### src/rtl/delay_pipe_credit_sink_if.sv
// Stream bundle between the delay pipe tail, the issue side and the consumer.
// The master drives issue requests, pipe output and consumer accept. The slave is the sink.
interface delay_pipe_credit_sink_if #(
  parameter int W = 32
);
  logic         issue_vld;
  logic         issue_ok;
  logic [W-1:0] in;
  logic         in_vld;
  logic [W-1:0] out;
  logic         out_vld;
  logic         out_accept;

  modport master (
    output issue_vld, in, in_vld, out_accept,
    input  issue_ok, out, out_vld
  );

  modport slave (
    input  issue_vld, in, in_vld, out_accept,
    output issue_ok, out, out_vld
  );
endinterface

### src/rtl/delay_pipe_credit_sink.sv
// Receive FIFO and issue-credit counter at the tail of a non-stallable delay pipe.
// Each credit stands for one FIFO slot, so items issued against credits always find room.
module delay_pipe_credit_sink #(
  parameter  int W     = 32,
  parameter  int DEPTH = 8,
  localparam int CW    = $clog2(DEPTH + 1),
  localparam int PW    = $clog2(DEPTH)
) (
  input  logic                          clk,
  input  logic                          rst,
  delay_pipe_credit_sink_if.slave       bus,
  output logic                          overflow_r,
  output logic [CW-1:0]                 credit_r
);

  logic [W-1:0]  mem [DEPTH];
  logic [PW-1:0] wr_ptr;
  logic [PW-1:0] rd_ptr;
  logic [CW-1:0] count;

  logic full;
  logic issue;
  logic deq;
  logic wr;

  assign full         = (count == CW'(DEPTH));
  assign bus.out_vld  = (count != '0);
  assign bus.out      = mem[rd_ptr];
  assign bus.issue_ok = (credit_r != '0);

  assign issue = bus.issue_vld & bus.issue_ok;
  assign deq   = bus.out_vld & bus.out_accept;
  // A pop in the same cycle frees the slot a write into a full FIFO needs.
  assign wr    = bus.in_vld & (~full | deq);

  function automatic logic [PW-1:0] ptr_inc(input logic [PW-1:0] p);
    return (p == PW'(DEPTH - 1)) ? '0 : p + 1'b1;
  endfunction

  always_ff @(posedge clk) begin
    if (wr) mem[wr_ptr] <= bus.in;
  end

  always_ff @(posedge clk) begin
    if (rst) begin
      wr_ptr     <= '0;
      rd_ptr     <= '0;
      count      <= '0;
      overflow_r <= 1'b0;
    end else begin
      if (wr)  wr_ptr <= ptr_inc(wr_ptr);
      if (deq) rd_ptr <= ptr_inc(rd_ptr);
      case ({wr, deq})
        2'b10:   count <= count + 1'b1;
        2'b01:   count <= count - 1'b1;
        default: count <= count;
      endcase
      if (bus.in_vld & full & ~deq) overflow_r <= 1'b1;
    end
  end

  always_ff @(posedge clk) begin
    if (rst) begin
      credit_r <= CW'(DEPTH);
    end else begin
      case ({issue, deq})
        2'b10:   credit_r <= credit_r - 1'b1;
        2'b01:   credit_r <= credit_r + 1'b1;
        default: credit_r <= credit_r;
      endcase
    end
  end

endmodule

### src/flat_wrapper.sv
// flat-port wrapper written by rule: the top's interface ports become plain ports
module delay_pipe_credit_sink_flat 
#(
  parameter  int W     = 32,
  parameter  int DEPTH = 8,
  localparam int CW    = $clog2(DEPTH + 1),
  localparam int PW    = $clog2(DEPTH)
)
  (clk, rst, overflow_r, credit_r, bus_issue_vld, bus_in, bus_in_vld, bus_out_accept, bus_issue_ok, bus_out, bus_out_vld);
  delay_pipe_credit_sink_if #(.W(W)) bus_i ();
  input  logic clk;
  input  logic rst;
  output logic overflow_r;
  output logic [CW-1:0] credit_r;
  input wire logic [$bits(bus_i.issue_vld)-1:0] bus_issue_vld;
  input wire logic [$bits(bus_i.in)-1:0] bus_in;
  input wire logic [$bits(bus_i.in_vld)-1:0] bus_in_vld;
  input wire logic [$bits(bus_i.out_accept)-1:0] bus_out_accept;
  output wire logic [$bits(bus_i.issue_ok)-1:0] bus_issue_ok;
  output wire logic [$bits(bus_i.out)-1:0] bus_out;
  output wire logic [$bits(bus_i.out_vld)-1:0] bus_out_vld;
  assign bus_i.issue_vld = bus_issue_vld;
  assign bus_i.in = bus_in;
  assign bus_i.in_vld = bus_in_vld;
  assign bus_i.out_accept = bus_out_accept;
  assign bus_issue_ok = bus_i.issue_ok;
  assign bus_out = bus_i.out;
  assign bus_out_vld = bus_i.out_vld;
  delay_pipe_credit_sink #(.W(W), .DEPTH(DEPTH)) u_core (.clk(clk), .rst(rst), .bus(bus_i), .overflow_r(overflow_r), .credit_r(credit_r));
endmodule
### config.mk
export PLATFORM = sky130hd
export DESIGN_NAME = delay_pipe_credit_sink_flat
export DESIGN_NICKNAME = d
export VERILOG_FILES = /design/src/rtl/delay_pipe_credit_sink_if.sv /design/src/rtl/delay_pipe_credit_sink.sv /design/src/flat_wrapper.sv
export SDC_FILE = /design/constraint.sdc
export NUM_CORES = 1
export LEC_CHECK = 0
export BUFFER_PORTS_ARGS = -buffer_cell sky130_fd_sc_hd__buf_2
export CORE_ASPECT_RATIO = 1.75
export CORE_UTILIZATION = 30
export CTS_CLUSTER_DIAMETER = 150
export CTS_CLUSTER_SIZE = 12
export DETAILED_ROUTE_END_ITERATION = 8
export GPL_TIMING_DRIVEN = 1
export SLEW_MARGIN = 20
export SYNTH_ARGS = -nofsm -noshare
export SYNTH_HDL_FRONTEND = slang
export SYNTH_SLANG_ARGS = --single-unit
### constraint.sdc
create_clock -name clk -period 7.1 [get_ports clk]
set_input_delay 1.42 -clock clk [delete_from_list [all_inputs] [get_ports clk]]
set_output_delay 1.42 -clock clk [all_outputs]
set_load 0.005 [all_outputs]
==> flow_summary.ini, run 1 <==
[detailed_routing]
routedWlPerCell_um = 20.5
vias = 5018
drc = 0
post_drt_via_cell_ratio = 4.77
drt-initial-drc-count = 367
drtAntennaViolNets = 0
wl_um = 21600
drt_first_pass_iters = 6

[sta]
relSlewSlack_pct = 26.0
tns_ns = 0
rsz0062_at_grt = no
post-route-period-util_pct = 61.4
worstMarginPinSlew_ns = 1.11
max_freq_mhz = 229
period_minus_slack_ns = 4.36
hold_viol = 0
report.final.slew_viol_count = 0
finalClockSkew_ns = 0.0151
fin_ws_ns = 2.74
finalSetupViolations = 0

[floorplan]
dieWidth_um = 146
rows = 91
die_y_um = 254
coreArea_um2 = 35400
die-area_um2 = 37000
ioPinCount = 76
start_util_pct = 30.7

[logic_synthesis]
ys_ff_latch = 274
yosysTopAreaCellShare_pct = 70.8
synth_flop_cell = edfxtp_1
syn_area_um2 = 10900
synth_edf_count = 256
synth_cells = 491
async_reset_ff_share_pct = 0
ys_types = 38
synthTopCellsByArea = edfxtp_1, mux4_1, mux4_2, dfxtp_1, mux2_2
seq_area_frac_synth_pct = 74.1
syn_nets = 537
avgSynthCellArea_um2 = 22.1
synth_top_area_cell = edfxtp_1
synth_warnings = 0

[setup_path]
cp-start-kind = register
arrival_ns = 2.94
endpoint_kind = primary output
critPathKind = reg2out
critPathRequiredTime_ns = 5.68
critPathMaxFanout = 50

[clock_tree]
cts_buffers = 26
clock_path_buffers = 3
clkLatencyLatePin_ns = 0.53
clock_sinks = 274
cts-root-buf = clkbuf_16
cts_setup_buffers = 0
path_clk_slew_ns = 0.06
cts_tree = yes
post_cts_resized = 0
htreeDepth = 1
cts_hold_buf = 0

[power_and_ir_drop]
power.internal_uw = 2830
p_leak_uw = 0.00401
total_power_uw = 3720
peakVddDrop_mv = 0.196
p_comb_share_pct = 16.5
p_seq_share_pct = 50.6
power_switching_uw = 883
p_clk_share_pct = 32.9
powerDensity_nw_per_um2 = 298
p_sw_share_pct = 23.8

[global_route]
antenna_found_initial = 1
grt-ovfl-total = 0
grt_pass1_wl_um = 33000
grt_max_degree = 65
grt_usage_pct = 12.0
grt_pass1_vias = 5544

[placement]
dp.cells = 1015
placed_area_um2 = 11800
gp_congestion = 0.726
port_buffers = 75
dp_slack_ns = 3.06
dpl.hpwl_um = 13000

[job]
maxCapViolCount = 0

[cells_and_area]
finalInstanceArea_um2 = 12500
syn2layout_area_growth_pct = 14.9
fin_nets = 624
insertedDiodeCount = 0
drive_gt1_share_pct = 32.0
instances_no_fill = 1053

[outcome]
status = complete, no violations

[worst_hold_path]
hp-class = reg2reg
==> worst paths after layout <==
path | cells past startpoint | slack (ns) | startpoint | end
hold reg to reg | 2 | 0.47 | u_core.overflow_r | u_core.overflow_r
setup reg to reg | 4 | 4.21 | u_core.count[2] | u_core.mem[1][24]
setup / recovery | 4 | 2.74 | register | bus_out[30]
hold / removal | 2 | 0.47 | u_core.overflow_r | u_core.overflow_r
==> cells in the final DEF, fill, tap and decap left out, types with 2 or more instances in the layout <==
| cell type | n |
|---|---|
| a21oi_1 | 7 |
| a31oi_1 | 3 |
| buf_12 | 2 |
| buf_2 | 75 |
| buf_4 | 9 |
| clkbuf_1 | 10 |
| clkbuf_16 | 27 |
| dfxtp_1 | 15 |
| dfxtp_2 | 2 |
| edfxtp_1 | 256 |
| ha_1 | 8 |
| inv_1 | 3 |
| mux2_2 | 32 |
| mux2i_1 | 5 |
| mux4_1 | 36 |
| mux4_2 | 28 |
| nand2_1 | 9 |
| nand2b_1 | 5 |
| nand3_1 | 4 |
| nor2_1 | 15 |
| nor2_4 | 3 |
| nor2b_1 | 3 |
| nor3_2 | 3 |
| nor4b_1 | 2 |
| or3_1 | 3 |
| or4_1 | 2 |
| xnor2_1 | 4 |
==> power by group through the flow <==
stage	Sequential (µW)	Combinational (µW)	Clock (µW)
finish	1880	611	1220
global placement	1910	597	0
CTS	1880	629	1250
detailed placement	1920	626	0
global route	1890	671	1310
floorplan	1880	506	0
==> critical path: stages (launching register included) <==
cell and delay (ns):
dfxtp_4 0.52, buf_4 0.75, mux4_1 0.66, mux2_2 0.30, buf_2 0.13
==> stage by stage <==
stage                     hold slack [ns]  utilization [%]
after floorplan                     0.454                -
after global placement              0.460             33.1
after detailed placement            0.459             33.2
after CTS                           0.479             35.2
after global routing                0.510             35.2
final                               0.475             35.2
==> cells in the mapped netlist, drive strengths merged, types with 2 or more instances <==
library cell and count:
buf 19, dfxtp 18, nor2b 3, mux4 64
clkbuf 8, inv 3, nor4b 2, mux2 32
a21oi 7, nand2 10, nor2 18, a31oi 3
mux2i 5, xnor2 4, nor4 2, nor3 5
nand2b 5, a211oi 2, nand3 4, edfxtp 256
or4 2, ha 8, or3 3
==> state kept, by name (all words and copies together), names as in the netlist, named ones only <==
name / flops
u_core.mem: 256
u_core.count: 4
u_core.credit_r: 4
u_core.rd_ptr: 3
u_core.wr_ptr: 3
u_core.overflow_r: 1
==> kinds of logic (layout without fill, tap and decap cells) <==
family	after synthesis	in the layout	share of synthesized area [%]
muxes	101	101	18.3
xor gates and xnor gates	5	5	0.403
AOI/OAI and AO/OA	16	16	1.36
DFF	274	274	74.1
adders and majority gates	9	9	1.11
buffers and inverters	30	127	2.17
and+or+nand+nor	56	56	2.58
==> per-layer routing <==
metal | routed length [µm] | share of wire, % | vias to the layer above | track usage (%)
li1 | - | - | 2224 | -
met1 | 8090 | 37 | 2637 | 12.8
met2 | 12000 | 55 | 106 | 23.0
met3 | 746 | 3.5 | 49 | 1.49
met4 | 788 | 3.7 | 2 | 6.11
met5 | 8 | 0.037 | - | 0
==> area by class of cell <==
| cell class | instances | area [µm²] |
|---|---|---|
| clock buffers | 37 | 713 |
| multi-input cells | 187 | 2630 |
| repair buffers | 86 | 483 |
| fillers | 3214 | 22900 |
| clock inverters | 1 | 3.75 |
| inverters | 3 | 11.3 |
| well taps | 465 | 582 |
| flip-flops and latches | 274 | 8050 |
No activity file was read; power rests on OpenSTA's default activity.
==> run 2: changes to the inputs <==
--- a/config.mk
+++ b/config.mk
@@ -5,6 +5,7 @@
 export SDC_FILE = /design/constraint.sdc
 export NUM_CORES = 1
 export LEC_CHECK = 0
+export ABC_AREA = 1
 export BUFFER_PORTS_ARGS = -buffer_cell sky130_fd_sc_hd__buf_2
 export CORE_ASPECT_RATIO = 1.75
 export CORE_UTILIZATION = 30
==> constraint.sdc (replaced) <==
create_clock -name clk -period 3.65 [get_ports clk]
set_input_delay 0.73 -clock clk [delete_from_list [all_inputs] [get_ports clk]]
set_output_delay 0.73 -clock clk [all_outputs]
set_load 0.005 [all_outputs]
==> run 2 against run 1 <==
  * Clock-buffer cell count shrank 1
  * Sequential share of layout area fell by 0.37 points
  * Clock power is 95% higher
  * Non-clock buffer count up 8
  * Area after synthesis up 0.50%
==> flow_summary.ini, run 2 <==
[outcome]
status = complete, no violations

[clock_tree]
cts_hold_buf = 0
cts-root-buf = clkbuf_16
clock_sinks = 274
clock_path_buffers = 3
htreeDepth = 1
clkLatencyLatePin_ns = 0.53
cts_buffers = 26
cts_tree = yes
cts_setup_buffers = 0
path_clk_slew_ns = 0.06
post_cts_resized = 0

[logic_synthesis]
synth_edf_count = 256
syn_nets = 902
synth_common_cells = edfxtp_1, nor2_1, nand2_1, o21ai_0, o32ai_1
synth.most_common_cell = edfxtp_1
syn_area_um2 = 10900
async_reset_ff_share_pct = 0
seq_area_frac_synth_pct = 73.7
yosysTopAreaCellShare_pct = 70.4
synth_flop_cell = edfxtp_1
avgSynthCellArea_um2 = 12.8
synth_cells = 856
ys_types = 28
ys_ff_latch = 274
synthTopCellsByArea = edfxtp_1, nor2_1, o32ai_1, nand2_1, dfxtp_1
synth_warnings = 0
synth_top_area_cell = edfxtp_1

[power_and_ir_drop]
peakVddDrop_mv = 0.303
p_leak_uw = 0.00439
powerDensity_nw_per_um2 = 608

[floorplan]
rows = 92
die-area_um2 = 37200
ioPinCount = 76
coreArea_um2 = 35900
dieWidth_um = 146
die_y_um = 254
start_util_pct = 30.4

[detailed_routing]
drc = 0
drtAntennaViolNets = 0
drt_first_pass_iters = 5
post_drt_via_cell_ratio = 4.79
drt-initial-drc-count = 448
routedWlPerCell_um = 16.9
vias = 6748
wl_um = 23800

[global_route]
grt_pass1_wl_um = 37000
grt_max_degree = 71
grt_pass1_vias = 6819
grt-ovfl-total = 0
grt_usage_pct = 12.9
antenna_found_initial = 6

[setup_path]
critPathRequiredTime_ns = 2.92
cp-start-kind = register
endpoint_kind = primary output
critPathKind = reg2out
critPathMaxFanout = 70
arrival_ns = 2.62

[sta]
relSlewSlack_pct = 48.4
fin_ws_ns = 0.304
finalSetupViolations = 0
post-route-period-util_pct = 91.7
report.final.slew_viol_count = 0
hold_viol = 0
hold_ws_ns = 0.446
rsz0062_at_grt = no
worstMarginPinSlew_ns = 0.774
period_minus_slack_ns = 3.35
max_freq_mhz = 299
tns_ns = 0
finalClockSkew_ns = 0.0107

[placement]
dp_slack_ns = 0.813
gp_congestion = 0.758
placed_area_um2 = 11800
port_buffers = 75
dpl.hpwl_um = 13500

[cells_and_area]
largest-register = u_core.mem
drive_gt1_share_pct = 15.0
fin_nets = 974
reg.largest.list = u_core.mem (256), u_core.count (4), u_core.credit_r (4)
syn2layout_area_growth_pct = 15.0
finalInstanceArea_um2 = 12600
final_cell_mix = edfxtp_1, nor2_1, nand2_1
largest_register_ffs = 256
final_common_cell = edfxtp_1

[job]
maxCapViolCount = 0

[worst_hold_path]
hp-class = in2reg
==> run 2: cell types whose count changed after synthesis, moves of 28 or more <==
| cell | before | now |
|---|---|---|
| mux2_2 | 32 | 0 |
| mux4_2 | 28 | 0 |
| mux4_1 | 36 | 0 |
| nor2_1 | 18 | 218 |
| o21ai_0 | 0 | 72 |
| o32ai_1 | 0 | 64 |
| nand2_1 | 9 | 118 |
==> run 2: path summary, 6_finish.rpt <==
path                      startpoint                 end  slack, ns  cells after the start
setup / recovery            register         bus_out[13]       0.30                      7
hold / removal                   rst     u_core.count[1]       0.45                      2
setup reg to reg  u_core.credit_r[0]  u_core.credit_r[3]       1.42                     10
hold reg to reg    u_core.overflow_r   u_core.overflow_r       0.47                      2
==> run 2: cells by family (layout without fill, tap and decap cells) <==
kind of cell	after synthesis	in the layout	synth area share, %
and+or+nand+nor	355	355	12.7
buffers and inverters	70	151	3.24
xor gates and xnor gates	5	5	0.401
adders and majority gates	9	9	1.10
AOI/OAI and AO/OA	143	143	8.80
other	0	2	0
DFF	274	274	73.7
==> run 2: per-stage QoR <==
stage               power (µW)  utilization [%]  cells
floorplan                 4770                -    856
global placement          5330             33.0   1370
detailed placement        5360             33.0   1370
CTS                       7750             34.9   1407
global route              8050             35.0   1408
finish                    7640             35.0   1409
==> run 2: critical path: stages, from the launching register on <==
cell,delay (ns)
dfxtp_4,0.49
inv_4,0.63
buf_4,0.36
nor2_1,0.06
o32ai_1,0.24
nand2_1,0.08
nand2_1,0.10
buf_2,0.12
==> run 2: layout make-up <==
class,count,area (µm²)
tap,470,588
antenna,2,5.00
inverter,20,77.6
fill,3509,23400
sequential,274,8060
multi-input combinational,512,2570
timing repair buffer,94,543
clock buffer,36,709
clock inverter,1,3.75
==> run 2: layer usage <==
metal / part of all wire (%) / wire, µm / track usage [%]
met1: 40 / 9620 / 14.2
met2: 52 / 12500 / 24.2
met3: 3.6 / 867 / 1.84
met4: 3.3 / 776 / 5.80
met5: 0.24 / 57 / 0
==> run 2: power by group <==
part | switching [µW] | internal (µW) | total [µW] | leakage (µW)
Sequential | 145 | 3580 | 3720 | 0.00248
Combinational | 950 | 586 | 1540 | 0.00157
Clock | 1050 | 1330 | 2380 | 0.000345
Total | 2140 | 5500 | 7640 | 0.00439
==> run 3: changes to the inputs <==
--- a/config.mk
+++ b/config.mk
@@ -12,7 +12,7 @@
 export CTS_CLUSTER_DIAMETER = 150
 export CTS_CLUSTER_SIZE = 12
 export DETAILED_ROUTE_END_ITERATION = 8
-export GPL_TIMING_DRIVEN = 1
+export GPL_TIMING_DRIVEN = 0
 export SLEW_MARGIN = 20
 export SYNTH_ARGS = -nofsm -noshare
 export SYNTH_HDL_FRONTEND = slang
==> run 3 against run 2 <==
  * The flow now finishes with violations (design-rule violations)
  * Via count up 4.6%
  * Setup slack better by 0.23 ns
  * Largest cell class unchanged
  * Critical path depth unchanged
  * Clock skew up 0.0029 ns
  * Die area unchanged
  * Critical path type unchanged
  * Final area up 2.3%
  * Global-route usage up 1.8 points
  * Worst hold slack worse by 0.0069 ns
  * Flip-flop and latch count unchanged
  * Utilization up 0.80 points
==> flow_summary.ini, run 3 (synthesis gave the netlist of run 2 again) <==
[outcome]
status = finished, violations left
violations = design-rule violations

[sta]
post-route-period-util_pct = 85.4
max_freq_mhz = 321
finalSetupViolations = 0
rsz0062_at_grt = no
report.final.slew_viol_count = 0
finalClockSkew_ns = 0.0137
relSlewSlack_pct = 45.8
worstMarginPinSlew_ns = 0.811
hold_viol = 0
period_minus_slack_ns = 3.12
hold_ws_ns = 0.439

[cells_and_area]
largest-register = u_core.mem
reg.largest.list = u_core.mem (256), u_core.count (4), u_core.credit_r (4)
final_common_cell = edfxtp_1
largest_register_ffs = 256
finalInstanceArea_um2 = 12800
final_cell_mix = edfxtp_1, nor2_1, nand2_1
drive_gt1_share_pct = 15.6
syn2layout_area_growth_pct = 17.7
fill_cells = 3483
postLayoutCoreUtil_pct = 35.8
fin_nets = 1013
insertedDiodeCount = 0

[setup_path]
arrival_ns = 2.39
critPathMaxFanout = 10
endpoint_kind = primary output
cp-start-kind = register
critPathRequiredTime_ns = 2.92
critPathKind = reg2out

[clock_tree]
path_clk_slew_ns = 0.06
cts-root-buf = clkbuf_16
cts_tree = yes
htreeDepth = 1
cts_setup_buffers = 0
post_cts_resized = 0
clock_path_buffers = 3
cts_hold_buf = 0
clkLatencyLatePin_ns = 0.53
clock_sinks = 274
cts_buffers = 26

[global_route]
antenna_found_initial = 2
grt_pass1_wl_um = 41200
grt-ovfl-total = 0
grt_usage_pct = 14.7
grt_pass1_vias = 7250
grt_max_degree = 22

[detailed_routing]
drt-initial-drc-count = 578
wl_um = 27600
drt_first_pass_iters = 7
routedWlPerCell_um = 19.1
vias = 7057
post_drt_via_cell_ratio = 4.88
drc = 2
drtAntennaViolNets = 0

[floorplan]
start_util_pct = 30.4
die_y_um = 254
die-area_um2 = 37200
rows = 92
ioPinCount = 76
coreArea_um2 = 35900
dieWidth_um = 146

[job]
maxCapViolCount = 0

[power_and_ir_drop]
total_power_uw = 7860
peakVddDrop_mv = 0.339
p_leak_uw = 0.00451
powerDensity_nw_per_um2 = 612

[worst_hold_path]
hp-class = in2reg

[placement]
port_buffers = 75
gp_congestion = 0.772
dpl.hpwl_um = 18200
placed_area_um2 = 12100
run 3: cell count changes in the layout (fill, tap and decap cells not counted), moves of 4 or more:
cell / before / now
clkbuf_1: 9 / 32
buf_2: 75 / 88
buf_4: 17 / 4
buf_6: 0 / 8
buf_16: 0 / 4
run 3: per-layer routing:
layer | track usage, % | vias to the layer above | wire [µm]
met5 | 0 | - | 20
met4 | 6.64 | 4 | 937
met3 | 2.11 | 47 | 1280
met2 | 28.8 | 207 | 15100
met1 | 15.2 | 3489 | 10300
li1 | - | 3310 | -
run 3: worst paths after layout:
kind / from / to / slack [ns] / cells past startpoint
setup / recovery: register / bus_out[29] / 0.53 / 7
hold / removal: rst / u_core.count[1] / 0.44 / 2
setup reg to reg: u_core.credit_r[0] / u_core.credit_r[3] / 1.42 / 10
hold reg to reg: u_core.overflow_r / u_core.overflow_r / 0.47 / 2
run 3: area by class of cell:
cell class	count	area [µm²]	share of cell area (%)
inverter	20	75.1	0.584
clock inverter	1	3.75	0.0292
tap	470	588	4.58
buffer	50	279	2.17
timing repair buffer	83	566	4.40
multi-input combinational	512	2570	20.0
sequential	274	8050	62.6
clock buffer	37	713	5.55
run 3: critical path, stage by stage (launching register included):
cell	delay (ns)
dfxtp_1	0.34
buf_2	0.30
clkbuf_1	0.46
o21ai_0	0.20
o32ai_1	0.16
nand2_1	0.09
nand2_1	0.16
buf_2	0.14
run 3: power by group:
part | leakage, µW | switching [µW] | internal, µW
clock network | 0.000346 | 1070 | 1340
logic | 0.00169 | 1160 | 644
registers | 0.00247 | 71.9 | 3580
run 3: stage by stage:
stage | setup TNS, ns | worst slack, ns | instances
floorplan | 0 | 0.718 | 856
global placement | -186.18 | -0.883 | 1401
detailed placement | 0 | 0.978 | 1409
CTS | 0 | 0.497 | 1447
global route | 0 | 0.407 | 1447
finish | 0 | 0.532 | 1447
